--- src/rtl/imem_loader_if.sv ---
// Byte-stream input and instruction-memory write port of the program loader.
// Latency: n/a (signal bundle only).
// Backpressure: in_valid/in_ready handshake on the byte stream; the write port has none.
// Ports: in_valid/in_data/in_ready (stream), imem_we/imem_addr/imem_wdata (memory write).
interface imem_loader_if #(
  parameter int ADDR_W = 5
);
  logic              in_valid;
  logic [7:0]        in_data;
  logic              in_ready;
  logic              imem_we;
  logic [ADDR_W-1:0] imem_addr;
  logic [31:0]       imem_wdata;

  // master: the byte source that also observes the memory write port
  modport master (
    output in_valid,
    output in_data,
    input  in_ready,
    input  imem_we,
    input  imem_addr,
    input  imem_wdata
  );

  // slave: the loader itself
  modport slave (
    input  in_valid,
    input  in_data,
    output in_ready,
    output imem_we,
    output imem_addr,
    output imem_wdata
  );
endinterface

--- src/rtl/imem_loader.sv ---
// Program loader: assembles a big-endian byte stream into 32-bit words written to imem.
// Latency: imem_we one cycle after a word's 4th byte; done/core_rst one cycle after the checksum byte.
// Backpressure: in_ready is a pure state decode, so accepts one byte per cycle while loading.
// Ports: clk, rst (async active-low), bus (stream in + imem write out),
//        core_rst (0 holds core in reset), done / error (sticky status).
module imem_loader #(
  parameter int DEPTH  = 32,
  parameter int ADDR_W = 5
) (
  input  logic           clk,
  input  logic           rst,
  imem_loader_if.slave   bus,
  output logic           core_rst,
  output logic           done,
  output logic           error
);

  typedef enum logic [2:0] {
    S_IDLE   = 3'd0,
    S_CNT_HI = 3'd1,
    S_CNT_LO = 3'd2,
    S_DATA   = 3'd3,
    S_CHECK  = 3'd4,
    S_DONE   = 3'd5,
    S_ERR    = 3'd6
  } state_t;

  localparam logic [ADDR_W:0] WIDX_ONE = {{ADDR_W{1'b0}}, 1'b1};

  state_t            state_q,  state_d;
  logic [15:0]       cnt_q,    cnt_d;     // word count N from the header
  logic [ADDR_W:0]   widx_q,   widx_d;    // one bit wider so DEPTH words never wrap
  logic [1:0]        bidx_q,   bidx_d;    // byte position within the current word
  logic [7:0]        csum_q,   csum_d;
  logic [23:0]       buf_q,    buf_d;     // first three bytes of the word in flight
  logic              we_q,     we_d;
  logic [ADDR_W-1:0] addr_q,   addr_d;
  logic [31:0]       wdata_q,  wdata_d;

  logic              ready;
  logic              accept;
  logic [15:0]       n_full;
  logic [15:0]       last_idx;
  logic [15:0]       widx_ext;

  // Ready depends on state only, never on in_valid, so there is no comb loop
  // through the source.
  assign ready  = (state_q == S_CNT_HI) || (state_q == S_CNT_LO) ||
                  (state_q == S_DATA)   || (state_q == S_CHECK);
  assign accept = bus.in_valid && ready;

  assign n_full   = {cnt_q[15:8], bus.in_data};
  assign last_idx = cnt_q - 16'd1;
  assign widx_ext = 16'(widx_q);

  always_ff @(posedge clk or negedge rst) begin
    if (!rst) begin
      state_q <= S_IDLE;
      cnt_q   <= '0;
      widx_q  <= '0;
      bidx_q  <= '0;
      csum_q  <= '0;
      buf_q   <= '0;
      we_q    <= 1'b0;
      addr_q  <= '0;
      wdata_q <= '0;
    end else begin
      state_q <= state_d;
      cnt_q   <= cnt_d;
      widx_q  <= widx_d;
      bidx_q  <= bidx_d;
      csum_q  <= csum_d;
      buf_q   <= buf_d;
      we_q    <= we_d;
      addr_q  <= addr_d;
      wdata_q <= wdata_d;
    end
  end

  always_comb begin
    state_d = state_q;
    cnt_d   = cnt_q;
    widx_d  = widx_q;
    bidx_d  = bidx_q;
    csum_d  = csum_q;
    buf_d   = buf_q;
    we_d    = 1'b0;           // write strobe is a single-cycle pulse
    addr_d  = addr_q;         // address/data hold between writes
    wdata_d = wdata_q;

    case (state_q)
      S_IDLE: begin
        state_d = S_CNT_HI;
      end

      S_CNT_HI: begin
        if (accept) begin
          cnt_d   = {bus.in_data, cnt_q[7:0]};
          state_d = S_CNT_LO;
        end
      end

      S_CNT_LO: begin
        if (accept) begin
          cnt_d = n_full;
          if ((n_full == 16'd0) || (n_full > 16'(DEPTH))) begin
            state_d = S_ERR;
          end else begin
            widx_d  = '0;
            bidx_d  = '0;
            csum_d  = '0;
            buf_d   = '0;
            state_d = S_DATA;
          end
        end
      end

      S_DATA: begin
        if (accept) begin
          buf_d  = {buf_q[15:0], bus.in_data};
          csum_d = csum_q ^ bus.in_data;
          bidx_d = bidx_q + 2'd1;
          if (bidx_q == 2'd3) begin
            we_d    = 1'b1;
            addr_d  = widx_q[ADDR_W-1:0];
            wdata_d = {buf_q, bus.in_data};
            widx_d  = widx_q + WIDX_ONE;
            // The last word's write still lands next cycle while CHECK waits
            // for the checksum byte.
            if (widx_ext == last_idx) begin
              state_d = S_CHECK;
            end
          end
        end
      end

      S_CHECK: begin
        if (accept) begin
          state_d = (bus.in_data == csum_q) ? S_DONE : S_ERR;
        end
      end

      S_DONE:  state_d = S_DONE;
      S_ERR:   state_d = S_ERR;
      default: state_d = S_IDLE;
    endcase
  end

  assign bus.in_ready   = ready;
  assign bus.imem_we    = we_q;
  assign bus.imem_addr  = addr_q;
  assign bus.imem_wdata = wdata_q;

  // DONE and ERR are distinct states, so done and error are mutually exclusive;
  // the core is released only once the image has verified.
  assign done     = (state_q == S_DONE);
  assign error    = (state_q == S_ERR);
  assign core_rst = (state_q == S_DONE);

endmodule

--- src/flat_wrapper.sv ---
// flat-port wrapper written by rule: the top's interface ports become plain ports
module imem_loader_flat 
#(
  parameter int DEPTH  = 32,
  parameter int ADDR_W = 5
)
  (clk, rst, core_rst, done, error, bus_in_valid, bus_in_data, bus_in_ready, bus_imem_we, bus_imem_addr, bus_imem_wdata);
  imem_loader_if #(.ADDR_W(ADDR_W)) bus_i ();
  input  logic clk;
  input  logic rst;
  output logic core_rst;
  output logic done;
  output logic error;
  input wire logic [$bits(bus_i.in_valid)-1:0] bus_in_valid;
  input wire logic [$bits(bus_i.in_data)-1:0] bus_in_data;
  output wire logic [$bits(bus_i.in_ready)-1:0] bus_in_ready;
  output wire logic [$bits(bus_i.imem_we)-1:0] bus_imem_we;
  output wire logic [$bits(bus_i.imem_addr)-1:0] bus_imem_addr;
  output wire logic [$bits(bus_i.imem_wdata)-1:0] bus_imem_wdata;
  assign bus_i.in_valid = bus_in_valid;
  assign bus_i.in_data = bus_in_data;
  assign bus_in_ready = bus_i.in_ready;
  assign bus_imem_we = bus_i.imem_we;
  assign bus_imem_addr = bus_i.imem_addr;
  assign bus_imem_wdata = bus_i.imem_wdata;
  imem_loader #(.DEPTH(DEPTH), .ADDR_W(ADDR_W)) u_core (.clk(clk), .rst(rst), .bus(bus_i), .core_rst(core_rst), .done(done), .error(error));
endmodule
--- config.mk ---
export PLATFORM = sky130hd
export DESIGN_NAME = imem_loader_flat
export DESIGN_NICKNAME = d
export VERILOG_FILES = /design/src/rtl/imem_loader_if.sv /design/src/rtl/imem_loader.sv /design/src/flat_wrapper.sv
export SDC_FILE = /design/constraint.sdc
export NUM_CORES = 1
export LEC_CHECK = 0
export BUFFER_PORTS_ARGS = -buffer_cell sky130_fd_sc_hd__buf_2
export CELL_PAD_IN_SITES_DETAIL_PLACEMENT = 1
export CELL_PAD_IN_SITES_GLOBAL_PLACEMENT = 2
export CORE_MARGIN = 5
export CORE_UTILIZATION = 25
export CTS_CLUSTER_DIAMETER = 100
export DETAILED_ROUTE_END_ITERATION = 16
export PLACE_DENSITY_LB_ADDON = 0.3
export SYNTH_ARGS = -nofsm -noshare
export SYNTH_HDL_FRONTEND = slang
export SYNTH_SLANG_ARGS = --single-unit
--- constraint.sdc ---
create_clock -name clk -period 4.1 [get_ports clk]
set_input_delay 0.41 -clock clk [delete_from_list [all_inputs] [get_ports clk]]
set_output_delay 0.41 -clock clk [all_outputs]
set_load 0.1 [all_outputs]
Word-level counts from Yosys, hierarchy flattened. Cells that the tools add are included.

Register bits: 97. Bits of input ports: 11. Output and inout port bits: 42. Logic and storage cells: 79.

$add $sub $neg: 3. $lt $le $gt $ge: 1. Equality and inequality tests: 16. Multiplexer cells: 32. Bitwise operators: 3. Reduce and logical (&&, ||, !) cells: 14.

Operator list (number): 2-to-1 mux 24 bit (3); case mux 24 bit (2 select lines) (1); 2-to-1 mux 8 bit (4); case mux 16 bit (2 select lines) (1); 2-to-1 mux 6 bit (4); 2-to-1 mux 3 bit (7); case mux 3 bit (7 select lines) (1); equality test 6 x 16 -> 1 bit (1); greater-than comparator 16 x 6 -> 1 bit, second input constant (1); zero test 16 bit (1); 2-to-1 mux 16 bit (1); case mux 8 bit (2 select lines) (1); subtractor 16 x 1 -> 16 bit, second input constant (1); case mux 6 bit (2 select lines) (1); equality test 3 bit, second input constant (3); AND reduction 3 bit (3); equality test 8 bit (1); 2-to-1 mux 2 bit (4); inequality test 2 x 1 -> 1 bit, second input constant (4); bitwise XOR 8 bit (1); adder 6 x 1 -> 6 bit, second input constant (1); equality test 3 x 2 -> 1 bit, second input constant (2); inequality test 2 bit, second input constant (3); AND reduction 6 bit (1); other kinds (12) (18).

Longest topological paths before layout.
Depth after elaboration: 7. Mapped depth: 10. Depth with buffers taken out: 8.

Worst setup path before layout. Ideal clock, no wire load.

Path kind: flip-flop to output port. Start: register u_core.state_q[2]. End: output port error. Arrival: 2.884 ns. Required time: 3.690 ns. Setup slack: 0.806 ns. Stages on the path, launching flop included: 3. Cells stage by stage: dfrtp_1 -> clkbuf_1 -> nor3b_1.

Longest elaborated chain between the ends: 1.

Ends and longest elaborated chain: start, declared (RTL line imem_loader.sv:30) `state_t state_q, state_d;`; start signal, assigned (RTL line imem_loader.sv:68) `state_q <= state_d;`; equality test 3 bit (RTL line imem_loader.sv:157) `assign error = (state_q == S_ERR);`; end, declared (RTL line flat_wrapper.sv:13) `output logic error;`.

No other way between the ends.

Worst setup path after layout.
Start: register u_core.state_q[0]. End: register u_core.wdata_q[22], in the netlist u_core.bus.imem_wdata[22].

Longest elaborated chain between the ends: 6.

Ends and longest elaborated chain: equality test 3 x 1 -> 1 bit or equality test 3 x 2 -> 1 bit (tied branches) (RTL line imem_loader.sv:48) `assign ready = (state_q == S_CNT_HI) || (state_q == S_CNT_LO) ||`; logical OR 1 bit (2 in series) (RTL line imem_loader.sv:48); logical OR 1 bit (RTL line imem_loader.sv:49) `(state_q == S_DATA) || (state_q == S_CHECK);`; logical AND 1 bit (RTL line imem_loader.sv:50) `assign accept = bus.in_valid && ready;`; AND reduction 3 bit (no line) (*); end signal, assigned (RTL line imem_loader.sv:76) `wdata_q <= wdata_d;`; end, declared (RTL line imem_loader.sv:38) `logic [31:0] wdata_q, wdata_d;`.

Every way passes the cells marked *; elsewhere a longest branch is shown, timed or not. A chain may end at the register's enable or synchronous reset.

==> impl.org <==
** STA
- On the final layout, the worst hold slack is 0.216 ns.
- Final Critical Period :: 2.98 ns
- Setup repair after global routing left no endpoint under its margin.
- Across the routed clock network, the largest skew measured is 0.00869 ns.
- Final max-slew violation count :: 0
- The final-report hold violation count is 0.
- Least setup slack across all paths after layout :: 1.12 ns
- For the pin with the worst max-slew slack, the measured transition is 1.03 ns.
- Relative slew slack :: 31.6%
- Derived from the worst setup path, the maximum achievable clock frequency is 0.336 GHz.
- In the finished design, the share of the clock period the worst path needs comes to 72.7%.
- Summed over all failing endpoints, the final setup total negative slack is 0 ns.
- Setup violations remaining at the end of the flow were counted as 0.

** Clock tree
- Worst-case clock buffer depth :: 2
- The H-tree generated during clock tree synthesis spans 3 levels.
- The clock reaches the later pin of the worst-skew pair after 0.35 ns.
- Post_cts resized :: 0
- Buffers inserted by post-CTS timing repair :: 0
- Register clock-pin slew on the reported worst setup and hold paths :: 0.08 ns
- The tree is rooted in a sky130_fd_sc_hd__clkbuf_16.
- Counting every sink on the clock net gives 97.
- CTS tree :: yes
- After clock tree synthesis, the flow added hold-fix buffers numbering 0.
- Total CTS buffers :: 9

** Finish
- Proportion of layout cells with a drive suffix above 1 :: 29.8%
- Number of non-filler instances in the completed layout :: 661
- Growth of design area from synthesis to finish :: 17.5%
- Post-layout net count :: 445
- Antenna diode instance count :: 0

** Critical path
- At the worst endpoint, the required time is 4.34 ns.
- The startpoint identified for the worst register-to-register timing path is u_core.state_q[0].
- Crit Path Category :: reg -> reg
- The worst setup path is launched from a flip-flop.
- For the worst setup path, the data arrival time is 3.22 ns.
- R2R cell count :: 7
- The worst setup path is captured at a flip-flop.
- Along the worst path, the maximum fanout reaches 29.
- Endpoint of the lowest-slack register-to-register path :: u_core.bus.imem_wdata[22]
- Critical Path Start :: u_core.state_q[0]
- For flop-to-flop paths, the worst setup slack is 1.12 ns.

** Logic synthesis
- Number of unique standard cell types used by synthesis :: 48
- In the synthesized netlist the dominant register cell turns out to be sky130_fd_sc_hd__dfrtp_1.
- Post-synthesis instance area :: 0.00442 sq mm
- Average instance area after synthesis :: 11.4 sq um
- For this run, the number of Yosys warnings is 0.
- Async S/R FF share, synth :: 100%
- Post-synthesis sequential element count :: 97
- Cell count after synthesis :: 388
- Net Count, Synth :: 402
- Summing the sequential cell areas from Yosys gives 55.0% of the chip area.
- In this run, synthesis inferred 0 flip-flops with an integrated enable.

** Run
- Max-cap violations in this run came to 0.

** Global routing
- Number of antenna violations at the first check in global routing :: 0
- The first global-routing pass estimated 19100 um of wire.
- Grt total ovfl :: 0
- The via count of the first global-routing pass is 3449.
- Entering global routing, the biggest net connects 77 pins.
- Tot GR Track Use :: 11.9%

** Place
- Summed over all nets, the half-perimeter wirelength after detailed placement is 8130 um.
- The number of placed instances, taps included, is 645.
- Placer's final routability congestion estimate :: 0.763
- Before CTS, the worst setup slack after placement is 1.09 ns.
- Port buffering added 52 buffers.

** Route
- DR DRC count :: 0
- Routed wirelength normalized by instance count :: 17.6 um
- Once detail routing completed, the nets flagged for antenna violations numbered 0.
- Sum of routed wire length over all layers :: 11600 um
- The first detailed-routing pass ran for 4 iterations.
- The first routing iteration left 184 violations.
- Number of vias in the routed layout :: 3180
- Avg Vias per Cell :: 4.81

** Floorplanning
- For this design the top-level I/O count stands at 53.
- Once the floorplan was initialized, standard cells occupied 25.5% of the core.
- Die Width :: 143 um
- Placement row count :: 48
- In this run the standard cell core region covers 0.0173 sq mm.
- Floorplan die area :: 0.0204 sq mm
- Die span in y :: 143 um

** Worst hold path
- Type of the tightest min-delay check :: in -> async

** Run status
- Status :: completed
==> metal layers <==
metal  vias to the layer above  share of wire, %  wire, um  track usage (%)
met1                      1649                47      5410             15.1
met3                        10               2.3       269             2.78
met4                         0               1.3       156             3.80
met5                         -                 0         0                0
li1                       1480                 -         -                -
met2                        41                50      5790             20.2
==> worst max path at each step <==
stage | to | slack, ns | cells past startpoint
floorplan | error | 0.81 | 2
global placement | u_core.bus.imem_wdata[12] | 1.06 | 7
detailed placement | u_core.bus.imem_wdata[19] | 1.09 | 7
CTS | u_core.bus.imem_wdata[4] | 1.08 | 7
global route | u_core.bus.imem_wdata[7] | 0.87 | 7
finish | u_core.bus.imem_wdata[22] | 1.12 | 7
==> cell type report <==
class                   instances  area (sq um)
fillers                      1950         12100
repair buffers                 57           300
well taps                     225           282
multi-input cells             257          1830
clock buffers                   9           225
clock inverters                 7          95.1
inverters                       9          33.8
flip-flops and latches         97          2430
==> Yosys cell counts, types with 4 or more instances <==
cell	instances	area, sq um
sky130_fd_sc_hd__a21oi_1	11	55.1
sky130_fd_sc_hd__a22o_1	18	158
sky130_fd_sc_hd__and3_1	4	25.0
sky130_fd_sc_hd__buf_2	7	35.0
sky130_fd_sc_hd__clkbuf_1	13	48.8
sky130_fd_sc_hd__dfrtp_1	97	2430
sky130_fd_sc_hd__inv_1	9	33.8
sky130_fd_sc_hd__mux2_2	49	552
sky130_fd_sc_hd__nand2_1	37	139
sky130_fd_sc_hd__nand3_1	7	35.0
sky130_fd_sc_hd__nor2_1	19	71.3
sky130_fd_sc_hd__nor3_1	5	25.0
sky130_fd_sc_hd__nor4_1	6	37.5
sky130_fd_sc_hd__o21ai_0	36	180
sky130_fd_sc_hd__xnor2_1	7	61.3
sky130_fd_sc_hd__xor2_1	9	78.8
==> stage by stage <==
step,util (%),instance area (sq um)
after floorplan,-,4420
after detailed placement,28.2,4870
after global placement,28.2,4870
after CTS,30.0,5190
after global routing,30.0,5190
final,30.0,5190
==> flip-flops by register name, indices dropped and copies added (netlist names) <==
register and count:
u_core.csum_q 8, u_core.cnt_q 16, u_core.bus.imem_we 1, u_core.widx_q 6
u_core.buf_q 24, u_core.state_q 3, u_core.bus.imem_wdata 32, u_core.bus.imem_addr 5
u_core.bidx_q 2
==> cell families (layout without fill, tap and decap cells) <==
family | count (synthesis) | count (layout) | synth area share, %
flip-flops | 97 | 97 | 55.0
AND/OR/NAND/NOR | 101 | 101 | 11.5
buffers and inverters | 34 | 82 | 3.71
XOR/XNOR | 16 | 16 | 3.17
AO/OA/AOI/OAI | 88 | 88 | 13.3
multiplexers | 49 | 49 | 12.5
adder cells (fa/ha/maj) | 3 | 3 | 0.850
==> layout by cell type, fill, tap and decap left out, types with 2 or more instances in the layout <==
| cell type | n |
|---|---|
| sky130_fd_sc_hd__a21oi_1 | 11 |
| sky130_fd_sc_hd__a22o_1 | 18 |
| sky130_fd_sc_hd__a31oi_1 | 2 |
| sky130_fd_sc_hd__a32oi_1 | 3 |
| sky130_fd_sc_hd__a41oi_1 | 3 |
| sky130_fd_sc_hd__and3_1 | 4 |
| sky130_fd_sc_hd__buf_2 | 51 |
| sky130_fd_sc_hd__buf_4 | 6 |
| sky130_fd_sc_hd__clkbuf_16 | 9 |
| sky130_fd_sc_hd__clkinv_4 | 2 |
| sky130_fd_sc_hd__dfrtp_1 | 97 |
| sky130_fd_sc_hd__ha_1 | 3 |
| sky130_fd_sc_hd__inv_1 | 9 |
| sky130_fd_sc_hd__inv_8 | 2 |
| sky130_fd_sc_hd__mux2_2 | 49 |
| sky130_fd_sc_hd__nand2_1 | 37 |
| sky130_fd_sc_hd__nand2b_1 | 3 |
| sky130_fd_sc_hd__nand3_1 | 7 |
| sky130_fd_sc_hd__nand3b_1 | 3 |
| sky130_fd_sc_hd__nand4_1 | 3 |
| sky130_fd_sc_hd__nor2_1 | 18 |
| sky130_fd_sc_hd__nor2b_1 | 2 |
| sky130_fd_sc_hd__nor3_1 | 5 |
| sky130_fd_sc_hd__nor3_2 | 2 |
| sky130_fd_sc_hd__nor3b_1 | 2 |
| sky130_fd_sc_hd__nor4_1 | 6 |
| sky130_fd_sc_hd__o211ai_1 | 2 |
| sky130_fd_sc_hd__o21a_1 | 2 |
| sky130_fd_sc_hd__o21ai_0 | 36 |
| sky130_fd_sc_hd__o21bai_1 | 2 |
| sky130_fd_sc_hd__or4_1 | 2 |
| sky130_fd_sc_hd__xnor2_1 | 7 |
| sky130_fd_sc_hd__xor2_1 | 9 |
==> worst max-delay path: stages (launching register included) <==
cell and delay [ns]:
sky130_fd_sc_hd__dfrtp_1 0.65, sky130_fd_sc_hd__nor2b_1 0.30, sky130_fd_sc_hd__nand2_1 0.35, sky130_fd_sc_hd__nor2_2 0.23, sky130_fd_sc_hd__nand2_1 0.11, sky130_fd_sc_hd__inv_1 0.38
sky130_fd_sc_hd__buf_4 0.44, sky130_fd_sc_hd__mux2_2 0.39
Power is not shown: default switching activity piles up to over one toggle a cycle in this logic, so the estimate is an artifact.
